==> config.mk <==
export PLATFORM = sky130hd
export DESIGN_NAME = block_stats_streamer
export DESIGN_NICKNAME = d
export VERILOG_FILES = /design/src/rtl/block_stats_streamer.sv
export SDC_FILE = /design/constraint.sdc
export NUM_CORES = 2
export LEC_CHECK = 0
export BUFFER_PORTS_ARGS = -buffer_cell sky130_fd_sc_hd__buf_2
export CAP_MARGIN = 10
export CELL_PAD_IN_SITES_DETAIL_PLACEMENT = 0
export CELL_PAD_IN_SITES_GLOBAL_PLACEMENT = 1
export CORE_ASPECT_RATIO = 1.4
export CORE_MARGIN = 4
export CORE_UTILIZATION = 30
export CTS_BUF_LIST = sky130_fd_sc_hd__clkbuf_8
export DETAILED_ROUTE_END_ITERATION = 10
export PLACE_DENSITY = 0.53
export SLEW_MARGIN = 20
export SYNTH_ARGS = -nofsm -noshare
export SYNTH_HDL_FRONTEND = slang
export SYNTH_SLANG_ARGS = --single-unit
==> constraint.sdc <==
create_clock -name clk -period 10.6 [get_ports clk]
set_input_delay 2.12 -clock clk [delete_from_list [all_inputs] [get_ports clk]]
set_output_delay 2.12 -clock clk [all_outputs]
set_load 0.05 [all_outputs]
==> src/rtl/block_stats_streamer.sv <==
// block_stats_streamer: captures pixel blocks into a two-bank ping-pong buffer,
// computes per-block mean/variance, then replays each block on consecutive
// cycles behind a one-cycle stats_ready pulse.
// Optional frame noise estimate (minimum block variance per frame) is built
// only when the macro STATS_NOISE_EST_EN is defined.
module block_stats_streamer #(
  parameter int DATA_WIDTH    = 8,
  parameter int TOTAL_SAMPLES = 64,
  parameter int LOG2_SAMPLES  = $clog2(TOTAL_SAMPLES)
) (
  input  logic                      clk,
  input  logic                      rst,
  input  logic [DATA_WIDTH-1:0]     data_in,
  input  logic                      valid_in,
  output logic                      ready_in,
  input  logic [31:0]               blocks_per_frame,
  output logic                      stats_ready,
  output logic [2*DATA_WIDTH-1:0]   mean_of_block,
  output logic [2*DATA_WIDTH-1:0]   variance_of_block,
  output logic [DATA_WIDTH-1:0]     data_out,
  output logic                      valid_out,
  output logic [2*DATA_WIDTH-1:0]   noise_variance,
  output logic                      noise_valid,
  output logic                      frame_done
);

  localparam int SUM_W = DATA_WIDTH + LOG2_SAMPLES;
  localparam int SQ_W  = 2*DATA_WIDTH + LOG2_SAMPLES;
  localparam int OUT_W = 2*DATA_WIDTH;
  localparam logic [LOG2_SAMPLES-1:0] LAST_IDX = LOG2_SAMPLES'(TOTAL_SAMPLES - 1);
  localparam logic [LOG2_SAMPLES-1:0] PTR_ZERO = LOG2_SAMPLES'(0);
  localparam logic [LOG2_SAMPLES-1:0] PTR_ONE  = LOG2_SAMPLES'(1);

  typedef enum logic [1:0] {
    ST_IDLE   = 2'd0,
    ST_FINISH = 2'd1,
    ST_STREAM = 2'd2
  } state_t;

  // Pixel storage: two banks of one block each
  logic [DATA_WIDTH-1:0] mem_r [0:1][0:TOTAL_SAMPLES-1];

  // Write side
  logic                    wr_bank_r;
  logic [LOG2_SAMPLES-1:0] wr_ptr_r;
  logic [SUM_W-1:0]        sum_r;
  logic [SUM_W-1:0]        sum_nxt_s;
  logic [SQ_W-1:0]         sumsq_r;
  logic [SQ_W-1:0]         sumsq_nxt_s;
  logic [OUT_W-1:0]        sq_s;
  logic [SUM_W-1:0]        bank_sum_r   [0:1];
  logic [SQ_W-1:0]         bank_sumsq_r [0:1];
  logic [1:0]              bank_full_r;
  logic [1:0]              bank_full_nxt_s;
  logic [1:0]              bank_last_r;
  logic [1:0]              fill_s;
  logic [1:0]              free_s;
  logic [1:0]              full_soon_s;
  logic [31:0]             in_cnt_r;
  logic [31:0]             bpf_r;
  logic                    frame_start_r;
  logic                    block_last_s;
  logic                    accept_s;
  logic                    fill_done_s;

  // Read side / FSM
  state_t                  state_r;
  state_t                  next_state_s;
  logic                    rd_bank_r;
  logic                    rd_bank_nxt_s;
  logic [LOG2_SAMPLES-1:0] rd_ptr_r;
  logic [LOG2_SAMPLES-1:0] rd_ptr_nxt_s;
  logic                    last_rd_s;
  logic                    stream_nxt_s;
  logic [DATA_WIDTH-1:0]   data_nxt_s;
  logic                    frame_done_nxt_s;

  // Statistics of the bank about to be replayed
  logic [DATA_WIDTH-1:0]   mean_s;
  logic [OUT_W-1:0]        msq_s;
  logic [OUT_W-1:0]        mean_sq_s;
  logic [OUT_W-1:0]        var_s;

  assign accept_s     = valid_in & ready_in;
  assign fill_done_s  = accept_s & (wr_ptr_r == LAST_IDX);
  assign sq_s         = {{DATA_WIDTH{1'b0}}, data_in} * {{DATA_WIDTH{1'b0}}, data_in};
  assign sum_nxt_s    = sum_r + {{LOG2_SAMPLES{1'b0}}, data_in};
  assign sumsq_nxt_s  = sumsq_r + {{LOG2_SAMPLES{1'b0}}, sq_s};
  assign block_last_s = ((in_cnt_r + 32'd1) == bpf_r);
  assign last_rd_s    = (state_r == ST_STREAM) && (rd_ptr_r == LAST_IDX);

  // A freed bank and a filled bank are always different banks, so the free
  // and the fill can be merged without priority concerns.
  assign fill_s          = {2{fill_done_s}} & {wr_bank_r, ~wr_bank_r};
  assign free_s          = {2{last_rd_s}} & {rd_bank_r, ~rd_bank_r};
  assign bank_full_nxt_s = (bank_full_r & ~free_s) | fill_s;
  assign full_soon_s     = bank_full_r | fill_s;

  assign mean_s    = bank_sum_r[rd_bank_r][SUM_W-1:LOG2_SAMPLES];
  assign msq_s     = bank_sumsq_r[rd_bank_r][SQ_W-1:LOG2_SAMPLES];
  assign mean_sq_s = {{DATA_WIDTH{1'b0}}, mean_s} * {{DATA_WIDTH{1'b0}}, mean_s};
  assign var_s     = (msq_s >= mean_sq_s) ? (msq_s - mean_sq_s) : {OUT_W{1'b0}};

  // Store each accepted pixel into the current write bank
  always_ff @(posedge clk) begin
    if (accept_s) begin
      mem_r[wr_bank_r][wr_ptr_r] <= data_in;
    end
  end

  // Write pointer, accumulators, bank bookkeeping and frame tracking on input
  always_ff @(posedge clk) begin
    if (rst) begin
      wr_bank_r       <= 1'b0;
      wr_ptr_r        <= PTR_ZERO;
      sum_r           <= {SUM_W{1'b0}};
      sumsq_r         <= {SQ_W{1'b0}};
      bank_sum_r[0]   <= {SUM_W{1'b0}};
      bank_sum_r[1]   <= {SUM_W{1'b0}};
      bank_sumsq_r[0] <= {SQ_W{1'b0}};
      bank_sumsq_r[1] <= {SQ_W{1'b0}};
      bank_full_r     <= 2'b00;
      bank_last_r     <= 2'b00;
      in_cnt_r        <= 32'd0;
      bpf_r           <= 32'd1;
      frame_start_r   <= 1'b1;
    end else begin
      bank_full_r <= bank_full_nxt_s;
      if (accept_s) begin
        if (frame_start_r) begin
          bpf_r         <= (blocks_per_frame == 32'd0) ? 32'd1 : blocks_per_frame;
          frame_start_r <= 1'b0;
        end
        if (wr_ptr_r == LAST_IDX) begin
          bank_sum_r[wr_bank_r]   <= sum_nxt_s;
          bank_sumsq_r[wr_bank_r] <= sumsq_nxt_s;
          bank_last_r[wr_bank_r]  <= block_last_s;
          sum_r                   <= {SUM_W{1'b0}};
          sumsq_r                 <= {SQ_W{1'b0}};
          wr_ptr_r                <= PTR_ZERO;
          wr_bank_r               <= ~wr_bank_r;
          if (block_last_s) begin
            in_cnt_r      <= 32'd0;
            frame_start_r <= 1'b1;
          end else begin
            in_cnt_r <= in_cnt_r + 32'd1;
          end
        end else begin
          sum_r    <= sum_nxt_s;
          sumsq_r  <= sumsq_nxt_s;
          wr_ptr_r <= wr_ptr_r + PTR_ONE;
        end
      end
    end
  end

  // FSM state register
  always_ff @(posedge clk) begin
    if (rst) begin
      state_r <= ST_IDLE;
    end else begin
      state_r <= next_state_s;
    end
  end

  // FSM next state: banks are replayed in the same alternating order they fill
  always_comb begin
    next_state_s = state_r;
    case (state_r)
      ST_IDLE: begin
        if (full_soon_s[rd_bank_r]) begin
          next_state_s = ST_FINISH;
        end else begin
          next_state_s = ST_IDLE;
        end
      end
      ST_FINISH: begin
        next_state_s = ST_STREAM;
      end
      ST_STREAM: begin
        if (!last_rd_s) begin
          next_state_s = ST_STREAM;
        end else if (full_soon_s[~rd_bank_r]) begin
          next_state_s = ST_FINISH;
        end else begin
          next_state_s = ST_IDLE;
        end
      end
      default: begin
        next_state_s = ST_IDLE;
      end
    endcase
  end

  // FSM outputs: next read position and the values the output registers load
  always_comb begin
    stream_nxt_s = (next_state_s == ST_STREAM);
    if (last_rd_s) begin
      rd_bank_nxt_s = ~rd_bank_r;
    end else begin
      rd_bank_nxt_s = rd_bank_r;
    end
    if ((state_r == ST_STREAM) && !last_rd_s) begin
      rd_ptr_nxt_s = rd_ptr_r + PTR_ONE;
    end else begin
      rd_ptr_nxt_s = PTR_ZERO;
    end
    if (stream_nxt_s) begin
      data_nxt_s = mem_r[rd_bank_nxt_s][rd_ptr_nxt_s];
    end else begin
      data_nxt_s = {DATA_WIDTH{1'b0}};
    end
    frame_done_nxt_s = stream_nxt_s && (rd_ptr_nxt_s == LAST_IDX) && bank_last_r[rd_bank_nxt_s];
  end

  // Read position and registered outputs
  always_ff @(posedge clk) begin
    if (rst) begin
      rd_bank_r         <= 1'b0;
      rd_ptr_r          <= PTR_ZERO;
      ready_in          <= 1'b0;
      valid_out         <= 1'b0;
      data_out          <= {DATA_WIDTH{1'b0}};
      stats_ready       <= 1'b0;
      frame_done        <= 1'b0;
      mean_of_block     <= {OUT_W{1'b0}};
      variance_of_block <= {OUT_W{1'b0}};
    end else begin
      rd_bank_r   <= rd_bank_nxt_s;
      rd_ptr_r    <= rd_ptr_nxt_s;
      ready_in    <= ~(bank_full_nxt_s[0] & bank_full_nxt_s[1]);
      valid_out   <= stream_nxt_s;
      data_out    <= data_nxt_s;
      stats_ready <= (state_r == ST_FINISH);
      frame_done  <= frame_done_nxt_s;
      if (state_r == ST_FINISH) begin
        mean_of_block     <= {{DATA_WIDTH{1'b0}}, mean_s};
        variance_of_block <= var_s;
      end
    end
  end

`ifdef STATS_NOISE_EST_EN
  logic [OUT_W-1:0] min_var_r;

  // Track the minimum block variance of the frame and publish it at frame end
  always_ff @(posedge clk) begin
    if (rst) begin
      min_var_r      <= {OUT_W{1'b1}};
      noise_variance <= {OUT_W{1'b0}};
      noise_valid    <= 1'b0;
    end else begin
      noise_valid <= frame_done_nxt_s;
      if (frame_done_nxt_s) begin
        noise_variance <= min_var_r;
        min_var_r      <= {OUT_W{1'b1}};
      end else if ((state_r == ST_FINISH) && (var_s < min_var_r)) begin
        min_var_r <= var_s;
      end
    end
  end
`else
  assign noise_variance = {OUT_W{1'b0}};
  assign noise_valid    = 1'b0;
`endif

endmodule

# Yosys cells after proc, flatten, opt, wreduce, memory -nomap -nowiden

Memories as Yosys holds them, arrays and structs flattened. A register that Yosys moved wholly into a read port is not among the register bits.
Cells that the tools add are included.

Word-level logic and storage cells: 119
Memories: 3
Output and inout bits: 61
Bits in registers: 157
Bits in writable memories: 1096

Add/sub/neg operators: 6
Reductions and logical operators: 14
Order comparisons: 9
Bitwise logic cells: 15
Equal/unequal tests: 7
Mux-type cells: 44
Multiply operators: 2

Memory list:

| memory       | words | bits a word | read ports | clocked after Yosys merged registers in | write ports | RTL line | text |
|---|---|---|---|---|---|---|---|
| mem_r        | 2     | 512         | 1          | 0                                       | 1           | 41       | `logic [DATA_WIDTH-1:0] mem_r [0:1][0:TOTAL_SAMPLES-1];` |
| bank_sumsq_r | 2     | 22          | 1          | 1                                       | 2           | 52       | `logic [SQ_W-1:0] bank_sumsq_r [0:1];` |
| bank_sum_r   | 2     | 14          | 1          | 1                                       | 2           | 51       | `logic [SUM_W-1:0] bank_sum_r [0:1];` |

Operator list:

| kind                                                             | count |
|---|---|
| 512-bit 2-to-1 mux                                               | 1 |
| 32-bit 2-to-1 mux                                                | 2 |
| 8-bit binary-select mux with 6-bit select                        | 1 |
| 8-bit demux with 6-bit select                                    | 1 |
| 22-bit 2-to-1 mux                                                | 2 |
| 32-bit by 1-bit adder with 32-bit output (second input constant) | 1 |
| 32-bit equality test                                             | 1 |
| 32-bit logical NOT                                               | 1 |
| 8-bit by 8-bit multiplier with 16-bit output                     | 2 |
| 14-bit 2-to-1 mux                                                | 2 |
| 1-bit 2-to-1 mux                                                 | 25 |
| 8-bit 2-to-1 mux                                                 | 3 |
| 22-bit by 16-bit adder with 22-bit output                        | 1 |
| 22-bit OR reduction                                              | 1 |
| 6-bit equality test (second input constant)                      | 3 |
| 16-bit >= comparator                                             | 1 |
| 16-bit 2-to-1 mux                                                | 1 |
| 16-bit subtractor                                                | 1 |
| 14-bit by 8-bit adder with 14-bit output                         | 1 |
| 7-bit >= comparator (second input constant)                      | 2 |
| 6-bit NOT with 7-bit output                                      | 2 |
| 14-bit OR reduction                                              | 1 |
| 6-bit by 1-bit adder with 6-bit output (second input constant)   | 2 |
| 6-bit 2-to-1 mux                                                 | 2 |
| other kinds (19)                                                 | 37 |

# Logic depth before layout (Yosys ltp)

Depth in word-level cells: 12
Mapped depth: 30
Depth with buffers taken out: 27

# Least setup slack after synthesis

OpenSTA, ideal clock, no wires.

Path kind: register to register
From: register rd_bank_r (netlist name)
To: register variance_of_block[11]
Period minus slack after synthesis: 6.661 ns
Setup time: 0.128 ns
Stages on the path, launching flop included: 29
Slack: 3.939 ns
Arrival: 6.534 ns
Required time: 10.472 ns
Path buffers: 3
Cells stage by stage: dfxtp_1 buf_1 clkbuf_1 mux2_2 nand2_1 inv_1 fa_1 xnor2_1 xnor2_1 fa_1 inv_1 fa_1 inv_1 ha_1 a21boi_0 o21ai_0 a21oi_1 a41oi_1 nand2b_1 xnor2_1 ha_1 a21oi_1 nor2b_1 or4_1 o221ai_1 nor2_1 clkbuf_1 a22oi_1 nor2_1

RTL lines:

| what                 | RTL line | text |
|---|---|---|
| to (signal assigned) | 227      | `variance_of_block <= {OUT_W{1'b0}};` |
| to (signal assigned) | 238      | `variance_of_block <= var_s;` |
| to (decl)            | 19       | `output logic [2*DATA_WIDTH-1:0] variance_of_block,` |

==> metrics.md <==
| Metric | Value |
|---|---|
| Status | finished, final reports clean |
| Largest net degree at the start of global routing | 84 |
| Post-synth ARST share | 0% |
| Seq pwr share | a little under 50% |
| Gr usage total | 17.1% |
| RSZ-0062 raised after global routing | false |
| Gpl congestion | 0.815 |
| Synth Warn # | 0 |
| Power Dens Cells | about 180 nW/um2 |
| Worst Tran Pin Value | 1080 ps |
| Clock Latency Late Sink | 950 ps |
| DR WL/cell | around 25 um |
| Detail Route Antenna Nets | 0 |
| IO Pins | between 100 and 150 |
| Synth Cell Area | roughly 54000 um2 |
| Num rows | ~180 |
| Hold Path Class | flop to flop |
| Remaining DRCs | 0 |
| Crit-path max FO | 23 |
| Clock Pin Slew Worst Setup and Hold Paths | 70 ps |
| CP Class | flop to flop |
| Kind of start point of the critical path | flop |
| First-pass GRT wire length | 236000 um |
| Vias in the first global route | roughly 34000 |
| Syn Inst Count | 3733 |
| Worst vdd ir | around 0.13 mV |
| Synth cell types | 83 |
| CTS tree | yes |
| Core area | roughly 180000 um2 |
| Hold Buf Count CTS | 0 |
| #FFs+latches synth | 1229 |
| Fin crit share | between 70% and 80% |
| Synth Area per Inst | approximately 14 um2 |
| Min Clock Period, post-route | ~7800 ps |
| Max_cap viols | 0 |
| EDFF count, synth | between 1000 and 1500 |
| Critical Path End Type | flop |
| Final #Nets | a little over 4000 |
| Fin Clk Skew | between 50 and 60 ps |
| Final setup TNS | 0 ps |
| DR pass1 iterations | 5 |
| Setup violators final | 0 |
| Grt ovf | 0 |
| Post-cts resize count | 0 |
| Die Span Y | 510 um |
| Hold path cells | 2 |
| HPWL Detailed | approximately 110000 um |
| Switch share | a little over a quarter |
| WL final | 162000 um |
| Avg Vias per Cell | approximately 5.0 |
| P_sw | ~3.0 mW |
| Fmax | 128 MHz |
| Post-CTS setup buffer count | 0 |
| Most common cell after layout, fill and taps aside | edfxtp_1 |
| Pins Over Slew Limit | 0 |
| Layout cells sized above 1 | around 17% |
| Design Power | ~11 mW |
| Main synth FF type | edfxtp_1 |
| DR vias | 32000 |
| Worst EP required | 11430 ps |
| Slew margin rel. | approximately 28% |
| CTS max path bufs | 3 |
| Cells on worst reg2reg path | 27 |
| Seq/Total Area, Yosys | about two thirds |
| Root Driver | clkbuf_8 |
| I/O Buffers | between 70 and 80 |
| Util after Layout | between 30% and 40% |
| Comb power frac | between 10% and 20% |
| TritonCTS buffer count | slightly below 200 |
| Internal | ~8 mW |
| Initial Util | between 30 and 40% |
| Clk sinks | 1229 |
| First DRT Iteration DRCs | approximately 2000 |
| Critical Path AT | about 8700 ps |
| Commonest non-fill, non-tap cells in the layout | edfxtp_1 (1072), nor2_1 (371), nand2_1 (337) |
| Hold Slack | 468 ps |
| Die area | approximately 190000 um2 |
| Layout area overhead | 12.9% |
| Hold Fails Final Rpt | 0 |
| Htree depth | 4 |
| Static leakage | between 20 and 25 nW |
| Initial antenna violation count | 6 |
| Chip Width | between 300 and 400 um |
| Clock share of power | between 30% and 40% |
==> flip-flops by register name (all words and copies together) (netlist names), 8 cells and up <==
name,flops
mem_r,1024
variance_of_block,16
mean_of_block,8
in_cnt_r,32
bank_sum_r,16
sumsq_r,22
bpf_r,32
bank_sumsq_r,32
sum_r,14
data_out,8
==> final cells by class <==
| cell class | count | area, um2 |
|---|---|---|
| multi-input combinational | 2172 | 17400 |
| sequential | 1229 | 35300 |
| fill | 17500 | 118000 |
| timing repair buffer | 150 | 970 |
| antenna | 5 | 12.5 |
| inverter | 137 | 514 |
| tap | 2325 | 2910 |
| clock buffer | 213 | 2930 |
| clock inverter | 147 | 922 |
==> path summary, 6_finish.rpt <==
path | from | to | slack, ps
hold reg to reg | bpf_r[29]$_SDFFE_PP0P_ | bpf_r[29]$_SDFFE_PP0P_ | 470
setup / recovery | rd_bank_r$_SDFF_PP0_ | variance_of_block[10]$_SDFFE_PP0P_ | 2780
hold / removal | bpf_r[29]$_SDFFE_PP0P_ | bpf_r[29]$_SDFFE_PP0P_ | 470
setup reg to reg | rd_bank_r$_SDFF_PP0_ | variance_of_block[10]$_SDFFE_PP0P_ | 2780
==> layer usage <==
layer | global-route usage (%) | vias to the layer above | share of wire, %
met5 | 0 | - | 0
met4 | 5.94 | 0 | 3.4
met3 | 2.69 | 240 | 4.2
met2 | 31.2 | 799 | 52
met1 | 20.6 | 16600 | 40
li1 | - | 14400 | -
==> power by group through the flow <==
stage | Sequential [mW] | Clock [mW] | Combinational, mW
after floorplan | 5.41 | 0 | 1.06
after global placement | 5.42 | 0 | 1.51
after detailed placement | 5.42 | 0 | 1.51
after CTS | 5.31 | 4.16 | 1.52
after global routing | 5.31 | 4.38 | 1.70
final | 5.31 | 4.04 | 1.49
==> critical path, stage by stage (launching register included) <==
cell      delay [ps]
dfxtp_1          570
buf_4            420
mux2i_1          730
inv_1            220
nand2_1          180
fa_1             180
inv_1             50
fa_1             440
ha_1             300
inv_1             60
fa_1             530
inv_1             40
ha_1             320
nor2b_1          140
o21ai_0          200
a21boi_0         130
o21ai_0          260
a21oi_1          140
a21oi_1          200
xor2_1            90
ha_1             370
nand4_1          150
nor4_1           390
or4_1            180
o221ai_1         240
nor2_1           770
nand3b_1         130
o311ai_0         300
==> kinds of logic (layout without fill, tap and decap cells) <==
logic type	after synthesis	in the layout	synth area share, %
compound gates	433	433	5.30
xor+xnor	139	139	2.25
fa+ha+maj	163	163	4.67
buf+inv	356	647	2.72
flops	1229	1229	65.4
mux	279	279	10.1
other cells	1	30	0.00694
simple gates	1133	1133	9.60
==> through the flow <==
step / worst slack [ps] / std cells / cell area (um2)
2_1_floorplan: 3940 / 3757 / 54200
3_3_place_gp: 2570 / 6013 / 57200
3_5_place_dp: 2470 / 6013 / 57200
4_1_cts: 2470 / 6373 / 61000
5_1_grt: 2120 / 6376 / 61000
6_report: 2780 / 6378 / 61000
==> cell usage after synthesis, drive strengths merged (9+ instances only) <==
cell type     n  area (um2)
nand3b       13        97.6
or3          17         106
fa           65        1300
or4          10        78.8
nor2b        19         119
dfxtp       157        3140
xor2         66         578
and2         26         163
mux2i        50         500
o211ai       15         113
o22ai        32         200
nand3       126         643
a31oi        18         113
a22oi        41         308
a221oi       13         114
mux2         18         203
and3         13        81.3
mux4        211        4750
a21o          9        67.6
nand4        47         328
inv         137         514
nor4         27         190
nor3         72         365
o21a         11        82.6
edfxtp     1072       32200
nand2b       12        75.1
o21ai        62         310
xnor2        73         639
nand2       339        1270
or2          17         106
clkbuf      121         457
o2111ai      21         184
buf          98         500
a21oi       121         606
ha           98        1230
nor2        378        1420
a211oi       16         120
Power figures use the tool's default switching activity.
